==> src/rtl/uart_receiver.sv <==
// 8N1 UART receiver: oversampled start detection, mid-bit sampling, one-cycle
// data-ready and frame-error strobes.
module uart_receiver #(
  parameter int unsigned ClkFrequency = 12000000,
  parameter int unsigned Baud         = 115200,
  parameter int unsigned Oversampling = 8
) (
  input  logic       clk,
  input  logic       rst_n,
  input  logic       RxD,
  output logic [7:0] RxD_data,
  output logic       RxD_data_ready,
  output logic       RxD_frame_error,
  output logic       RxD_busy
);

  localparam int unsigned Div  = (ClkFrequency + Baud * Oversampling / 2) /
                                 (Baud * Oversampling);
  localparam int unsigned DivW = (Div > 1) ? $clog2(Div) : 1;
  localparam int unsigned OsW  = $clog2(Oversampling);

  localparam logic [DivW-1:0] DivMax = DivW'(Div - 1);
  localparam logic [OsW-1:0]  OsMax  = OsW'(Oversampling - 1);
  localparam logic [OsW-1:0]  OsHalf = OsW'(Oversampling / 2 - 1);

  if (Div < 2) begin : gen_div_check
    $error("uart_receiver: clocks per sample tick (Div) must be at least 2");
  end
  if ((Oversampling < 4) || (Oversampling % 2 != 0)) begin : gen_os_check
    $error("uart_receiver: Oversampling must be even and at least 4");
  end

  typedef enum logic [2:0] {StIdle, StStart, StData, StStop, StBreak} state_e;

  state_e          state_q;
  logic            rx_meta_q, rxs_q;
  logic [DivW-1:0] div_cnt_q;
  logic [OsW-1:0]  os_cnt_q;
  logic [2:0]      bit_cnt_q;
  logic [7:0]      shreg_q;
  logic [7:0]      data_q;
  logic            ready_q, ferr_q;

  logic           tick;
  logic [OsW-1:0] os_next;

  assign tick    = (state_q != StIdle) && (div_cnt_q == DivMax);
  assign os_next = (os_cnt_q == OsMax) ? '0 : os_cnt_q + OsW'(1);

  always_ff @(posedge clk or negedge rst_n) begin
    if (!rst_n) begin
      state_q   <= StIdle;
      rx_meta_q <= 1'b1;
      rxs_q     <= 1'b1;
      div_cnt_q <= '0;
      os_cnt_q  <= '0;
      bit_cnt_q <= '0;
      shreg_q   <= '0;
      data_q    <= '0;
      ready_q   <= 1'b0;
      ferr_q    <= 1'b0;
    end else begin
      rx_meta_q <= RxD;
      rxs_q     <= rx_meta_q;
      ready_q   <= 1'b0;
      ferr_q    <= 1'b0;

      if (state_q == StIdle || tick) begin
        div_cnt_q <= '0;
      end else begin
        div_cnt_q <= div_cnt_q + DivW'(1);
      end
      if (tick) begin
        os_cnt_q <= os_next;
      end

      unique case (state_q)
        StIdle: begin
          if (!rxs_q) begin
            state_q   <= StStart;
            div_cnt_q <= '0;
            os_cnt_q  <= '0;
          end
        end
        StStart: begin
          // Mid start bit: a high line here means the falling edge was a glitch.
          if (tick && os_cnt_q == OsHalf) begin
            if (rxs_q) begin
              state_q <= StIdle;
            end else begin
              os_cnt_q  <= '0;
              bit_cnt_q <= '0;
              state_q   <= StData;
            end
          end
        end
        StData: begin
          if (tick && os_cnt_q == OsMax) begin
            shreg_q   <= {rxs_q, shreg_q[7:1]};
            bit_cnt_q <= bit_cnt_q + 3'd1;
            if (bit_cnt_q == 3'd7) begin
              os_cnt_q <= '0;
              state_q  <= StStop;
            end
          end
        end
        StStop: begin
          // Leaving at mid stop bit leaves half a bit to catch a back-to-back start.
          if (tick && os_cnt_q == OsMax) begin
            if (rxs_q) begin
              data_q  <= shreg_q;
              ready_q <= 1'b1;
              state_q <= StIdle;
            end else begin
              ferr_q  <= 1'b1;
              state_q <= StBreak;
            end
          end
        end
        StBreak: begin
          if (rxs_q) begin
            state_q <= StIdle;
          end
        end
        default: state_q <= StIdle;
      endcase
    end
  end

  assign RxD_data        = data_q;
  assign RxD_data_ready  = ready_q;
  assign RxD_frame_error = ferr_q;
  assign RxD_busy        = (state_q != StIdle);

endmodule
==> config.mk <==
export PLATFORM = sky130hd
export DESIGN_NAME = uart_receiver
export DESIGN_NICKNAME = d
export VERILOG_FILES = /design/src/rtl/uart_receiver.sv
export SDC_FILE = /design/constraint.sdc
export NUM_CORES = 1
export LEC_CHECK = 0
export ABC_AREA = 1
export ABC_CLOCK_PERIOD_IN_PS = 2000
export BUFFER_PORTS_ARGS = -buffer_cell sky130_fd_sc_hd__buf_2
export CORE_MARGIN = 5
export CORE_UTILIZATION = 61
export CTS_BUF_LIST = sky130_fd_sc_hd__clkbuf_4
export DETAILED_ROUTE_END_ITERATION = 16
export PLACE_DENSITY_LB_ADDON = 0.08
export SLEW_MARGIN = 5
export SYNTH_ARGS = -nofsm -noshare
export SYNTH_HDL_FRONTEND = slang
export SYNTH_SLANG_ARGS = --single-unit
==> constraint.sdc <==
create_clock -name clk -period 2 [get_ports clk]
set_clock_uncertainty 0.2 [all_clocks]
set_input_delay 0.1 -clock clk [delete_from_list [all_inputs] [get_ports clk]]
set_output_delay 0.1 -clock clk [all_outputs]
set_load 0.03 [all_outputs]
==> results.ini, run 1 <==
[pwr]
p_switching_uw=247
pwr-share-clk_pct=41.3
ir_worst_vdd_mv=0.656
comb_power_share_pct=1.6
power.leakage_uw=0.000909
power_density_over_the_cells_nw_per_um2=669
seq_power_share_pct=57.1
switching_share_pct=20.9
internal_power_uw=934

[global_routing]
grtUsageMet2_pct=33.0
groute.layer.met1.usage_pct=23.5
via_count_of_the_first_global_routing_pass=1249
largest_net_degree_at_the_start_of_global_routing=34
grt_remaining_overflow=0
grt_pass1_wl_um=5240
antenna_found_initial=0
grt.total_usage_pct=19.1
global_route.peak_usage_layer=met2
global_route.usage.met3_pct=4.68

[sta]
setup_viol_count_final=0
maxSlewHeadroom_pct=52.4
worst_pin_slew_ns=0.714
worst_hold_slack_ns=0.149
setup-tns-final_ns=0
fmax_mhz=550
final.period_utilization_pct=90.9
setup_repair_after_global_routing_missed_its_margin=no
report.final.hold_viol_count=0
timing_max_transition_violations_final=0
timing.final.crit_period_ns=1.82

[drt]
drt_pass1_iterations=4
detail_route.iter0.violations=68
dr_total_vias=1168
antenna_left=0
drt_wl_total_um=2910
vias_per_cell=5.31
wl_per_cell_um=13.2
drc=0

[critical_path]
worstSetupStartpointType=flop
timing.critical_path.to_type=flop
timing.critical_path.fanout_max=15
timing.critical_path.max_delay_family=simple AND/OR/NAND/NOR gates
timing.critical_path.required_ns=2.01
cpPeakStageDelay_ns=0.42
critical_path_class=flop to flop
worst-endpoint-arrival_ns=1.83
critPathBufInv=2
crit_path_cell_trace=inv_1 > ha_1 > nand2_1 > nor2_4 > nand3_4 > inv_4 > nand3_4 > nand2_1 > o21ai_2
worst_path_max_delay_cell=sky130_fd_sc_hd__dfrtp_1

[cts]
cts_root_buffer=sky130_fd_sc_hd__clkbuf_4
clkTransAtPathRegs_ns=0.11
cts_max_path_buffers=2
worstSkewPairLatency_ns=0.33
cts_tree=yes
cts-buffers-inserted=5
cts.sinks=33
h_tree_level_count=2

[placed_design]
dp_cells=210
place_congestion=0.933
hpwlAfterDp_um=2130
port_bufs=13

[outcome]
run_status=finished, final reports clean

[yosys]
postSynthRegisterBits=33
synthesis.area_per_instance_sq_um=9.39
ys_types=30
synth-main-ff-cell=sky130_fd_sc_hd__dfrtp_1
synth_most_common_cell=sky130_fd_sc_hd__nand2_1
ys_top_cells_by_area=sky130_fd_sc_hd__dfrtp_1 (49%), sky130_fd_sc_hd__nand2_1 (9.7%), sky130_fd_sc_hd__ha_1 (5.5%), sky130_fd_sc_hd__inv_1 (4.7%), sky130_fd_sc_hd__o21ai_2 (3.9%)
synthArstFlopShare_pct=100
mappedNetlistNets=179
synthesis.instances=169
yosys.area.top_type_share_pct=48.9
synth_top_cell_by_area=sky130_fd_sc_hd__dfrtp_1
synth_commonest_cells=sky130_fd_sc_hd__nand2_1 (41), sky130_fd_sc_hd__dfrtp_1 (31), sky130_fd_sc_hd__inv_1 (20)
ys_seq_area_share_pct=52.2
synth_enable_flop_cells=0
yosys_warnings=0
synthesis.area_sq_um=1590

[min_path]
holdCritPathClass=input pin to asynchronous set/reset pin

[finish]
area_growth_syn_to_layout_pct=11.2
final_layout_size_suffix_gt1_share_pct=23.2
finalNetCount=199
finalNonFillerCells=220
antenna_cells_inserted=0

[floorplan]
design.die.area_sq_um=3720
chipHeight_um=61
initial_core_utilization_pct=64.0
placement_rows=18
coreArea_sq_um=2480
pin_count=14
die_width_um=61

[job]
maxCapViolations=0

-- logic make-up (layout without fill, tap and decap cells) --
family	count (synthesis)	count (layout)	share of synthesized area (%)
AO/OA/AOI/OAI	23	23	9.39
flip-flops	33	33	52.2
AND/OR/NAND/NOR	77	77	23.7
multiplexers	1	1	0.631
buffers and inverters	26	47	7.49
XOR/XNOR	2	2	1.10
adder cells (fa/ha/maj)	7	7	5.52
-- timing repair --
action / 4_1_cts / 5_1_grt
buffers inserted: 0 / 0
hold buffers: 2 / 0
endpoints found under the hold margin: 32 / 0
endpoints found under the setup margin: 0 / 1
resized for setup: 0 / 1
-- metal layers --
layer	vias to the layer above	part of all wire (%)
met4	0	1.6
met5	-	0
met1	552	43
met3	6	6.2
li1	576	-
met2	34	50
-- flip-flops by register name, summed over array words and instances (netlist names) --
| name | cells |
|---|---|
| RxD_data_ready | 1 |
| RxD_frame_error | 1 |
| shreg_q | 8 |
| rxs_q | 1 |
| RxD_data | 8 |
| os_cnt_q | 3 |
| rx_meta_q | 1 |
| bit_cnt_q | 3 |
| state_q | 3 |
| div_cnt_q | 4 |
-- cells in the final DEF, fill, tap and decap left out, types with 2 or more instances in the layout --
master,n
sky130_fd_sc_hd__buf_2,13
sky130_fd_sc_hd__clkbuf_4,5
sky130_fd_sc_hd__dfrtp_1,31
sky130_fd_sc_hd__dfstp_2,2
sky130_fd_sc_hd__dlygate4sd3_1,2
sky130_fd_sc_hd__ha_1,7
sky130_fd_sc_hd__inv_1,20
sky130_fd_sc_hd__inv_2,3
sky130_fd_sc_hd__nand2_1,41
sky130_fd_sc_hd__nand2_2,2
sky130_fd_sc_hd__nand2_4,2
sky130_fd_sc_hd__nand3_1,10
sky130_fd_sc_hd__nand3_4,2
sky130_fd_sc_hd__nor2_1,12
sky130_fd_sc_hd__nor2_2,3
sky130_fd_sc_hd__o21ai_0,4
sky130_fd_sc_hd__o21ai_1,8
sky130_fd_sc_hd__o21ai_2,7
-- stage by stage --
stage,setup slack (ns),power (uW),util [%],cell area (sq um)
2_1_floorplan,0.312,688,-,1590
3_3_place_gp,0.273,703,67.1,1660
3_5_place_dp,0.178,704,67.1,1660
4_1_cts,0.172,1190,71.1,1760
5_1_grt,0.0230,1220,71.2,1760
6_report,0.183,1180,71.2,1760
-- power groups by stage --
stage | clock network [uW] | logic, uW | registers, uW
after floorplan | 0 | 1.96 | 686
after global placement | 0 | 16.7 | 687
after detailed placement | 0 | 17.3 | 687
after CTS | 496 | 20.3 | 674
after global routing | 525 | 22.9 | 674
final | 488 | 19.1 | 674
-- worst paths after layout --
check | start | end | slack [ns] | depth (start not counted)
max in group asynchronous | rst_n | RxD_data[5] | 0.99 | 2
hold / removal | rst_n | state_q[0] | 0.15 | 2
hold reg to reg | rx_meta_q | rxs_q | 0.16 | 0
min in group clk | rx_meta_q | rxs_q | 0.16 | 0
setup / recovery | div_cnt_q[0] | RxD_data[4] | 0.18 | 9
setup reg to reg | div_cnt_q[0] | RxD_data[4] | 0.18 | 9
-- layout make-up --
class / instances / area [sq um]
timing repair buffer: 15 / 85.1
clock inverter: 3 / 41.3
fill: 201 / 713
clock buffer: 5 / 37.5
multi-input combinational: 110 / 642
tap: 30 / 37.5
sequential: 33 / 828
inverter: 24 / 92.6
No activity file was read; power rests on OpenSTA's default activity.
==> inputs of run 2 (changes only) <==
--- a/config.mk
+++ b/config.mk
@@ -7,7 +7,7 @@
 export LEC_CHECK = 0
 export ABC_AREA = 1
 export ABC_CLOCK_PERIOD_IN_PS = 2000
-export BUFFER_PORTS_ARGS = -buffer_cell sky130_fd_sc_hd__buf_2
+export BUFFER_PORTS_ARGS = -buffer_cell sky130_fd_sc_hd__buf_4
 export CORE_MARGIN = 5
 export CORE_UTILIZATION = 61
 export CTS_BUF_LIST = sky130_fd_sc_hd__clkbuf_4
==> results.ini, run 2 (synthesis gave the netlist of run 1 again) <==
[global_routing]
grt.total_usage_pct=19.2
via_count_of_the_first_global_routing_pass=1193
largest_net_degree_at_the_start_of_global_routing=34
grt_pass1_wl_um=5110
grtUsageMet2_pct=32.2
groute.layer.met1.usage_pct=22.0
grt_remaining_overflow=0
global_route.usage.met3_pct=6.60
antenna_found_initial=0
global_route.peak_usage_layer=met2

[pwr]
power_uw=1040
power.leakage_uw=0.000903
power_density_over_the_cells_nw_per_um2=588
ir_worst_vdd_mv=0.654

[cts]
cts.sinks=33
cts_max_path_buffers=2
h_tree_level_count=2
cts-buffers-inserted=5
cts.hold.buffers_added=2
cts_root_buffer=sky130_fd_sc_hd__clkbuf_4
worstSkewPairLatency_ns=0.33
cts.repair_timing.setup_buffer_count=0
cts_tree=yes
cts_repair_resize_count=0
clkTransAtPathRegs_ns=0.10

[finish]
final_layout_size_suffix_gt1_share_pct=22.1
antenna_cells_inserted=0
final_design_area_no_fill_sq_um=1770
final_common_cell=sky130_fd_sc_hd__nand2_1
finalNetCount=199
multi_input_comb_area_sq_um=639
filler_cell_count=206
mostFrequentLayoutCells=sky130_fd_sc_hd__nand2_1 (41), sky130_fd_sc_hd__dfrtp_1 (31), sky130_fd_sc_hd__inv_1 (20), sky130_fd_sc_hd__nor2_1 (13), sky130_fd_sc_hd__buf_4 (13)
regArea_sq_um=828
area_growth_syn_to_layout_pct=11.3

[sta]
timing_max_transition_violations_final=0
setup-tns-final_ns=0
setup_viol_count_final=0
setup_repair_after_global_routing_missed_its_margin=no
worst_pin_slew_ns=0.411
fmax_mhz=554
final.period_utilization_pct=90.3
worst_hold_slack_ns=0.0285
report.final.hold_viol_count=0
timing.final.crit_period_ns=1.81
maxSlewHeadroom_pct=72.6

[drt]
wl_per_cell_um=13.0
drc=0
detail_route.iter0.violations=63
vias_per_cell=5.32
drt_wl_total_um=2860
antenna_left=0
dr_total_vias=1170
drt_pass1_iterations=4

[floorplan]
coreArea_sq_um=2480
initial_core_utilization_pct=64.0
design.die.area_sq_um=3720
pin_count=14
chipHeight_um=61
die_width_um=61
placement_rows=18

[critical_path]
timing.critical_path.to_type=flop
worstSetupStartpointType=flop
worst_path_max_delay_cell=sky130_fd_sc_hd__dfrtp_1
critical_path_class=flop to flop
cpPeakStageDelay_ns=0.42
timing.critical_path.max_delay_family=simple AND/OR/NAND/NOR gates
crit_path_cell_trace=inv_1 > ha_1 > nand2_1 > nor2_4 > nand3_4 > inv_4 > nand3_4 > nand2_1 > o21ai_2
worst-endpoint-arrival_ns=1.83
critPathBufInv=2
timing.critical_path.fanout_max=15
timing.critical_path.required_ns=2.02

[min_path]
holdCritPathClass=input pin to asynchronous set/reset pin

[placed_design]
place_congestion=0.930
hpwlAfterDp_um=2100
placed_cell_area_sq_um=1700
port_bufs=13

[outcome]
run_status=finished, final reports clean

[job]
maxCapViolations=0

## run 2: metal layers
metal	share of wire (%)	up-vias	routed length [um]
li1	-	580	-
met1	41	554	1180
met2	51	30	1470
met3	5.4	6	155
met4	1.9	0	53
met5	0	-	0
## run 2: worst paths after layout
| check | start | end | slack, ns | cells after the start |
|---|---|---|---|---|
| setup / recovery | div_cnt_q[0] | RxD_data[3] | 0.19 | 9 |
| hold / removal | rst_n | os_cnt_q[2] | 0.03 | 2 |
| setup reg to reg | div_cnt_q[0] | RxD_data[3] | 0.19 | 9 |
| hold reg to reg | rx_meta_q | rxs_q | 0.16 | 0 |
| max in group asynchronous | rst_n | rxs_q | 1.23 | 2 |
| min in group clk | rx_meta_q | rxs_q | 0.16 | 0 |
## run 2: through the flow
step	setup WS, ns	util (%)	std cells
floorplan	0.312	-	169
CTS	0.191	71.3	220
global route	0.0453	71.3	220
finish	0.194	71.3	220
detailed placement	0.208	68.4	210
global placement	0.272	68.4	210
## run 2: worst register-to-register path: stages (launching register included)
cell	delay, ns
sky130_fd_sc_hd__dfrtp_1	0.42
sky130_fd_sc_hd__inv_1	0.07
sky130_fd_sc_hd__ha_1	0.17
sky130_fd_sc_hd__nand2_1	0.09
sky130_fd_sc_hd__nor2_4	0.13
sky130_fd_sc_hd__nand3_4	0.13
sky130_fd_sc_hd__inv_4	0.11
sky130_fd_sc_hd__nand3_4	0.19
sky130_fd_sc_hd__nand2_1	0.14
sky130_fd_sc_hd__o21ai_2	0.06
## run 2: power by group
part,leakage [uW],internal [uW],switching [uW]
clock,0.0000300,127,216
sequential,0.000429,671,3.34
combinational,0.000444,5.68,14.9
total,0.000903,803,234
## run 2: final cells by class
type,count,area share (%)
Tap cell,30,2.13
Inverter,24,5.24
Clock buffer,5,2.13
Multi-Input combinational cell,110,36.2
Sequential cell,33,46.9
Clock inverter,3,0.709
Timing Repair Buffer,15,6.66
